===== config.mk =====
export PLATFORM = sky130hd
export DESIGN_NAME = exp_max_align
export DESIGN_NICKNAME = d
export VERILOG_FILES = /design/src/rtl/exp_max_align.sv
export SDC_FILE = /design/constraint.sdc
export NUM_CORES = 1
export LEC_CHECK = 0
export BUFFER_PORTS_ARGS = -buffer_cell sky130_fd_sc_hd__buf_2
export CAP_MARGIN = 20
export CORE_MARGIN = 8
export CORE_UTILIZATION = 52
export CTS_BUF_LIST = sky130_fd_sc_hd__clkbuf_2 sky130_fd_sc_hd__clkbuf_4 sky130_fd_sc_hd__clkbuf_8
export DETAILED_ROUTE_END_ITERATION = 12
export GPL_TIMING_DRIVEN = 0
export MAX_ROUTING_LAYER = met4
export PLACE_DENSITY = 0.85
export SYNTH_ARGS = -nofsm -noshare
export SYNTH_HDL_FRONTEND = slang
export SYNTH_SLANG_ARGS = --single-unit

===== constraint.sdc =====
create_clock -name clk_i -period 1.6 [get_ports clk_i]
set_input_delay 0.32 -clock clk_i [delete_from_list [all_inputs] [get_ports clk_i]]
set_output_delay 0.32 -clock clk_i [all_outputs]
set_load 0.02 [all_outputs]

===== src/rtl/exp_max_align.sv =====
// exp_max_align: exponent max-finder and alignment-shift stage for the posit
// dot-product datapath. Sits after the per-lane product exponent adders.
//
// Picks the signed maximum exponent among the non-zero operands (N product
// lanes plus the accumulator). For each operand it produces the right-shift
// that aligns its mantissa to that maximum, saturated at ALIGN_WIDTH. Zero
// operands always get ALIGN_WIDTH. When every operand is zero, all_zero_o is
// set and max_exp_o is 0.
//
// Build option: `define EXP_ALIGN_PIPE2_EN for two register stages (latency 2).
// Without it the block is a single register stage (latency 1). Results are
// the same in both builds.
//
// Ports:
//   clk_i, rst_ni            clock, asynchronous active-low reset
//   in_valid_i / in_ready_o  input handshake
//   exp_i                    N packed signed exponents, EXP_WIDTH+1 bits each
//   zero_i                   per-lane zero/excluded flags
//   acc_exp_i, acc_zero_i    accumulator exponent and its zero flag
//   out_valid_o/out_ready_i  output handshake
//   max_exp_o                signed maximum exponent
//   shamt_o                  per-lane shift amounts, SHAMT_WIDTH bits each
//   acc_shamt_o              accumulator shift amount
//   all_zero_o               every operand flagged zero
//
// The derived widths are computed here with $clog2, so this file does not
// depend on any package.
module exp_max_align #(
  parameter int unsigned n           = 16,
  parameter int unsigned es          = 1,
  parameter int unsigned N           = 4,
  parameter int unsigned ALIGN_WIDTH = 32,
  parameter int unsigned LZC_WIDTH   = $clog2(n - 1),
  parameter int unsigned EXP_WIDTH   = LZC_WIDTH + 1 + es,
  parameter int unsigned SHAMT_WIDTH = $clog2(ALIGN_WIDTH + 1)
) (
  input  logic                           clk_i,
  input  logic                           rst_ni,
  input  logic                           in_valid_i,
  output logic                           in_ready_o,
  input  logic [N*(EXP_WIDTH+1)-1:0]     exp_i,
  input  logic [N-1:0]                   zero_i,
  input  logic [EXP_WIDTH:0]             acc_exp_i,
  input  logic                           acc_zero_i,
  output logic                           out_valid_o,
  input  logic                           out_ready_i,
  output logic [EXP_WIDTH:0]             max_exp_o,
  output logic [N*SHAMT_WIDTH-1:0]       shamt_o,
  output logic [SHAMT_WIDTH-1:0]         acc_shamt_o,
  output logic                           all_zero_o
);

  localparam int unsigned EW1 = EXP_WIDTH + 1;
  localparam logic [SHAMT_WIDTH-1:0] SHAMT_SAT = SHAMT_WIDTH'(ALIGN_WIDTH);

  // The difference is taken at EXP_WIDTH+2 bits, so that extreme exponents
  // (-2^EXP_WIDTH against 2^EXP_WIDTH-1) cannot wrap.
  function automatic logic [SHAMT_WIDTH-1:0] shift_of(
    input logic signed [EXP_WIDTH:0] mx,
    input logic signed [EXP_WIDTH:0] e,
    input logic                      z
  );
    logic signed [EXP_WIDTH+1:0] d;
    d = (EXP_WIDTH + 2)'(mx) - (EXP_WIDTH + 2)'(e);
    if (z || (32'(d) > ALIGN_WIDTH))
      return SHAMT_SAT;
    return SHAMT_WIDTH'(d);
  endfunction

  // Maximum over the candidate set, taken directly from the inputs
  logic signed [EXP_WIDTH:0] in_max;
  logic                      in_any;

  always_comb begin
    in_max = '0;
    in_any = 1'b0;
    for (int unsigned i = 0; i < N; i++) begin
      if (!zero_i[i] && (!in_any || ($signed(exp_i[i*EW1 +: EW1]) > in_max))) begin
        in_max = exp_i[i*EW1 +: EW1];
        in_any = 1'b1;
      end
    end
    if (!acc_zero_i && (!in_any || ($signed(acc_exp_i) > in_max))) begin
      in_max = acc_exp_i;
      in_any = 1'b1;
    end
  end

  // Source feeding the output (shift) register: either the inputs directly,
  // or the stage A register when the two-stage build is selected.
  logic                      s_valid;
  logic                      s_ready;
  logic                      s_all_zero;
  logic signed [EXP_WIDTH:0] s_max;
  logic [N*EW1-1:0]          s_exp;
  logic [N-1:0]              s_zero;
  logic [EXP_WIDTH:0]        s_acc_exp;
  logic                      s_acc_zero;

  assign s_ready = !out_valid_o || out_ready_i;

`ifdef EXP_ALIGN_PIPE2_EN
  assign in_ready_o = !s_valid || s_ready;

  always_ff @(posedge clk_i or negedge rst_ni) begin
    if (!rst_ni) begin
      s_valid    <= 1'b0;
      s_all_zero <= 1'b0;
      s_max      <= '0;
      s_exp      <= '0;
      s_zero     <= '0;
      s_acc_exp  <= '0;
      s_acc_zero <= 1'b0;
    end else if (in_ready_o) begin
      s_valid <= in_valid_i;
      if (in_valid_i) begin
        s_all_zero <= !in_any;
        s_max      <= in_max;
        s_exp      <= exp_i;
        s_zero     <= zero_i;
        s_acc_exp  <= acc_exp_i;
        s_acc_zero <= acc_zero_i;
      end
    end
  end
`else
  assign in_ready_o = s_ready;
  assign s_valid    = in_valid_i;
  assign s_all_zero = !in_any;
  assign s_max      = in_max;
  assign s_exp      = exp_i;
  assign s_zero     = zero_i;
  assign s_acc_exp  = acc_exp_i;
  assign s_acc_zero = acc_zero_i;
`endif

  logic [N*SHAMT_WIDTH-1:0] s_shamt;
  logic [SHAMT_WIDTH-1:0]   s_acc_shamt;

  always_comb begin
    s_shamt = '0;
    for (int unsigned i = 0; i < N; i++)
      s_shamt[i*SHAMT_WIDTH +: SHAMT_WIDTH] = shift_of(s_max, s_exp[i*EW1 +: EW1], s_zero[i]);
    s_acc_shamt = shift_of(s_max, s_acc_exp, s_acc_zero);
  end

  always_ff @(posedge clk_i or negedge rst_ni) begin
    if (!rst_ni) begin
      out_valid_o <= 1'b0;
      max_exp_o   <= '0;
      shamt_o     <= '0;
      acc_shamt_o <= '0;
      all_zero_o  <= 1'b0;
    end else if (s_ready) begin
      out_valid_o <= s_valid;
      if (s_valid) begin
        max_exp_o   <= s_max;
        shamt_o     <= s_shamt;
        acc_shamt_o <= s_acc_shamt;
        all_zero_o  <= s_all_zero;
      end
    end
  end

endmodule


After elaboration in Yosys (flattened, before gate mapping)
Index checks and enable logic that the tools add are counted.
{"block": "op_classes", "addsub": 5, "n_div": 0, "bitwise_logic": 0, "n_lt_le_gt_ge": 9, "n_eq_ne": 0, "multipliers": 0, "n_reduce_logical": 24, "shift": 0, "n_mux": 25}
{"operator": "> comparator 32 x 6 -> 1 bit, second input constant", "n": 5}
{"operator": "two-way mux 6 bit", "n": 10}
{"operator": "subtractor 7 x 7 -> 8 bit", "n": 5}
{"operator": "two-way mux 7 bit", "n": 5}
{"operator": "> comparator 7 bit", "n": 4}
{"operator": "logical OR 1 bit", "n": 10}
{"operator": "two-way mux 1 bit", "n": 10}
{"operator": "logical NOT 1 bit", "n": 9}
{"operator": "logical AND 1 bit", "n": 4}
{"operator": "AND reduction 2 bit", "n": 1}
{"block": "word_totals", "regBits": 39, "output_inout_bits": 40, "latch_bits": 0, "ramBits": 0, "input_bits": 44, "n_memories": 0, "mem_bits_ro": 0}

Depth between registers and ports, before layout
{"block": "logic_depth", "ltp_word": 22, "ltp_mapped": 39, "ltp_nobuf": 36}

Least setup slack after synthesis
Ideal clock, no wire load.
{"block": "synth_timing", "path_kind": "input to register", "startpoint": "in zero_i[0]", "endpoint": "reg shamt_o[2]", "path_stages": 36, "arrival_time_ps": 8061, "setup_time_ps": 110, "required_ps": 1490, "path_slack_ps": -6572, "path_cell_list": "inv_1 > nand2_1 > ha_1 > a21o_1 > a2111o_1 > o21ai_2 > o21a_2 > buf_4 > a22oi_1 > ha_1 > a21oi_1 > o2111a_1 > a221o_1 > buf_2 > a21o_1 > ha_1 > a21o_1 > a211o_1 > o21bai_2 > nand2_2 > mux2_2 > or2_1 > ha_1 > or4b_1 > a21oi_1 > o2bb2ai_2 > a21oi_2 > buf_2 > o31ai_1 > ha_1 > nor2b_1 > o21ai_0 > a21boi_1 > mux2i_1 > a211o_1 > o41ai_1"}
{"block": "synth_via", "elab_chain_cells": 22}
{"element": "start: declaration", "line": "42", "source": "input logic [N-1:0] zero_i,"}
{"element": "two-way mux 7 bit", "line": "78", "source": "if (!zero_i[i] && (!in_any || ($signed(exp_i[i*EW1 +: EW1]) > in_max))) begin"}
{"element": "> comparator 7 bit", "line": "78"}
{"element": "logical OR 1 bit", "line": "78"}
{"element": "logical AND 1 bit", "line": "78"}
{"element": "two-way mux 7 bit or two-way mux 1 bit (tied branches)", "line": "78"}
{"element": "> comparator 7 bit or logical NOT 1 bit (tied branches)", "line": "78"}
{"element": "logical OR 1 bit", "line": "78"}
{"element": "logical AND 1 bit", "line": "78"}
{"element": "(+7 left out)"}
{"element": "logical AND 1 bit", "line": "83", "source": "if (!acc_zero_i && (!in_any || ($signed(acc_exp_i) > in_max))) begin"}
{"element": "two-way mux 7 bit *", "line": "83"}
{"element": "net in_max[1]", "line": "71", "source": "logic signed [EXP_WIDTH:0] in_max;"}
{"element": "subtractor 7 x 7 -> 8 bit *", "line": "64", "source": "d = (EXP_WIDTH + 2)'(mx) - (EXP_WIDTH + 2)'(e);"}
{"element": "> comparator 32 x 6 -> 1 bit", "line": "65", "source": "if (z || (32'(d) > ALIGN_WIDTH))"}
{"element": "logical OR 1 bit", "line": "65"}
{"element": "two-way mux 1 bit", "line": "65"}
{"element": "two-way mux 6 bit *", "line": "67", "source": "return SHAMT_WIDTH'(d);"}
{"element": "end signal: assignment", "line": "158", "source": "shamt_o <= s_shamt;"}
{"element": "end: declaration", "line": "48", "source": "output logic [N*SHAMT_WIDTH-1:0] shamt_o,"}
The timed path passes the listed nets; every way through them passes the cells marked *.
A chain may end at the register's enable or synchronous reset.

Worst setup path in the final report
{"block": "layout_timing", "startpoint": "in zero_i[0]", "endpoint": "reg shamt_o[11]"}
Same word-level chain as after synthesis.

==> impl_metrics.ini <==
[routing]
vias = 5767
ant_nets = 0
drtIter0Drc = 666
wl_per_cell_um = 29.83
drc_errors = 0
routed_via_density = 7.558
drt_pre_antenna_iters = 9
routed_wl_um = 22760

[timing]
setup_viol = 38
setup_ws_ns = -7.467
max_freq_ghz = 0.1103
slew_headroom_pct = 36.74
rsz0062_at_grt = yes
slew_violations = 0
tns_ns = -258.69
worstMarginPinSlew_ns = 0.9490
min_period_ns = 9.067
hold_violations = 0
skew_ns = 0.006485
fin_crit_sh_pct = 566.7

[clocking]
cts_buffers = 5
cts_tree = yes
clkTransAtPathRegs_ns = 0.09
clockRootBuffer = clkbuf_8
htree_levels = 2
cts.path.max_buffers = 2
clock_latency_ns = 0.31
cts.sinks = 39

[power]
power_w = 0.01013
p_per_area_mw_per_mm2 = 1514
leakagePower_nw = 3.114
max-vdd-ir-drop_mv = 1.073

[worst_setup_path]
r2r_slack_ns = -0.62
critPathRequiredTime_ns = 1.86
cp_slowest_cell = nor4_1
end_kind = flip-flop
crit_fanout = 8
crit_path_start_kind = input port
cp_common_cell = buf_4
cpPeakStageDelay_ns = 0.45
arrival_ns = 9.32
critPathKind = input port to flip-flop

[layout]
antenna_cells = 0
nets = 772
fill_cells = 354
drive_gt1_share_pct = 52.04
multi_input_area_mm2 = 0.003971
areaGrowthSynthToFinish_pct = 60.52
regArea_um2 = 975.9
fin_util_pct = 86.13

[synth]
synth_compound_area_share_pct = 28.61
synth_edf_count = 0
syn_area_mm2 = 0.004168
yosysSeqAreaShare_pct = 23.42
synthFlopType = dfrtp_1
synthCells = 480
synth_xor_area_share_pct = 0
synth_fa_ha_area_share_pct = 21.31
async_flop_share_pct = 100.0
synth_top_family_by_area = compound AO/OA/AOI/OAI gates
synth.avg_cell_area_um2 = 8.683
ys_warn_count = 0
syn_nets = 592
synth-simple-area-share_pct = 18.10
synth_cell_type_count = 60
ys_ff_latch = 39
synth_mux_area_share_pct = 2.342

[run_status]
status = complete, but fails checks
violations = negative setup slack

[global_routing]
grt_usage_pct = 31.95
grt_pass1_wl_um = 27740
grt_pass1_vias = 5337
grt-ovfl-total = 0
grt_start_max_net_pins = 40
antenna_found_initial = 0

[flow_run]
drv_cap = 0

[floorplanning]
rows = 32
start_util_pct = 53.66
die_h_um = 105.5
core_mm2 = 0.007767
io_pins = 84
die_w_um = 105.5
die-area_mm2 = 0.01114

[place]
routabilityCongestion = 0.9190
dpl.hpwl_um = 10400
io_buffers = 83

[min_path]
hold_path.class = input port to async pin
[report_power, final]
group,switching (W),internal (W),total (W)
Sequential,0.000184,0.00127,0.00146
Clock,0.000405,0.000412,0.000816
Combinational,0.00447,0.00339,0.00786
[flip-flops by register name (all words and copies together), names as in the netlist]
name and cells:
shamt_o 24, max_exp_o 7, acc_shamt_o 6, all_zero_o 1
out_valid_o 1
[layer usage]
| layer | vias to the layer above | global-route usage [%] | wire (um) |
|---|---|---|---|
| li1 | 2185 | - | - |
| met1 | 2666 | 34.94 | 7394 |
| met2 | 664 | 50.85 | 10090 |
| met3 | 252 | 7.369 | 3003 |
| met4 | 0 | 22.11 | 2270 |
| met5 | - | - | 0 |
[Yosys cell counts (all sizes together), types with 2 or more instances]
cell | number | share of area (%)
nor2 | 14 | 1.3
dfrtp | 39 | 23
a21bo | 2 | 0.48
nand4 | 8 | 1.2
o31ai | 25 | 4.5
fa | 5 | 2.4
a22oi | 13 | 2.3
mux2 | 6 | 1.6
or2 | 6 | 0.90
nand3 | 12 | 1.6
nand2b | 6 | 0.90
o31a | 2 | 0.42
o22a | 5 | 1.1
nor3 | 14 | 1.7
o211ai | 5 | 0.90
a21oi | 13 | 1.7
a211o | 3 | 0.63
inv | 55 | 5.0
mux2i | 3 | 0.72
buf | 4 | 0.69
o41ai | 15 | 3.2
o2111ai | 5 | 1.1
ha | 63 | 19
nand3b | 3 | 0.54
a221oi | 7 | 2.1
o21ai | 13 | 1.7
a21o | 8 | 1.4
o211a | 5 | 1.2
nor4 | 9 | 1.4
clkbuf | 6 | 0.57
o21a | 11 | 2.0
a31oi | 3 | 0.45
nand2 | 50 | 4.6
a311o | 4 | 0.96
nor2b | 18 | 2.7
and3 | 6 | 0.90
[metrics by stage]
stage	cells	worst slack, ns	hold WS [ns]	instance area, um^2
floorplan	480	-6.275	0.02441	4267
global placement	665	-7.743	0.4537	4810
detailed placement	667	-7.648	0.4553	4822
CTS	730	-6.427	0.1713	6012
global route	763	-7.544	0.2234	6690
finish	763	-7.467	0.1456	6690
[final timing paths]
path | start | depth (start not counted) | to
setup / recovery | zero_i[0] | 43 | shamt_o[11]
hold / removal | rst_ni | 1 | acc_shamt_o[4]
setup reg to reg | out_valid_o | 6 | shamt_o[10]
hold reg to reg | shamt_o[22] | 2 | shamt_o[22]
max in group asynchronous | rst_ni | 1 | shamt_o[15]
min in group clk_i | in_valid_i | 2 | out_valid_o
[worst max-delay path, delay by kind of cell]
kind            cells  cell delay [ns]
compound gates     19             4.19
simple gates        8             1.67
buf+inv            11             1.66
fa+ha+maj           5             1.45
[cells by family after synthesis]
family	Yosys count
AO/OA/AOI/OAI	150
AND/OR/NAND/NOR	149
adder cells (fa/ha/maj)	68
buffers and inverters	65
flip-flops	39
multiplexers	9
[cells in the final DEF (no fill, tap or decap), types with 9 or more instances in the layout]
master,n
o21a_1,10
nand3_1,11
ha_1,39
buf_4,72
o31ai_2,12
nor3_1,13
o31ai_4,11
buf_6,18
dfrtp_1,39
a22oi_2,9
ha_4,20
o41ai_2,11
nand2_1,43
buf_2,84
inv_1,49
nor2_1,12
nor2b_1,13
[area by class of cell]
class | instances | area share [%]
flip-flops and latches | 39 | 14.59
clock buffers | 8 | 1.552
repair buffers | 175 | 18.29
well taps | 102 | 1.908
plain buffers | 8 | 1.085
inverters | 55 | 3.217
multi-input cells | 376 | 59.36
[repair_timing]
item                                    in CTS  in global routing
gates cloned                                 1                  0
pin swaps                                   55                 42
setup buffers                               54                 36
resized for setup                          122                 81
endpoints found under the setup margin      38                 38
hold buffers                                 0                  0
(Power assumes the default switching activity.)
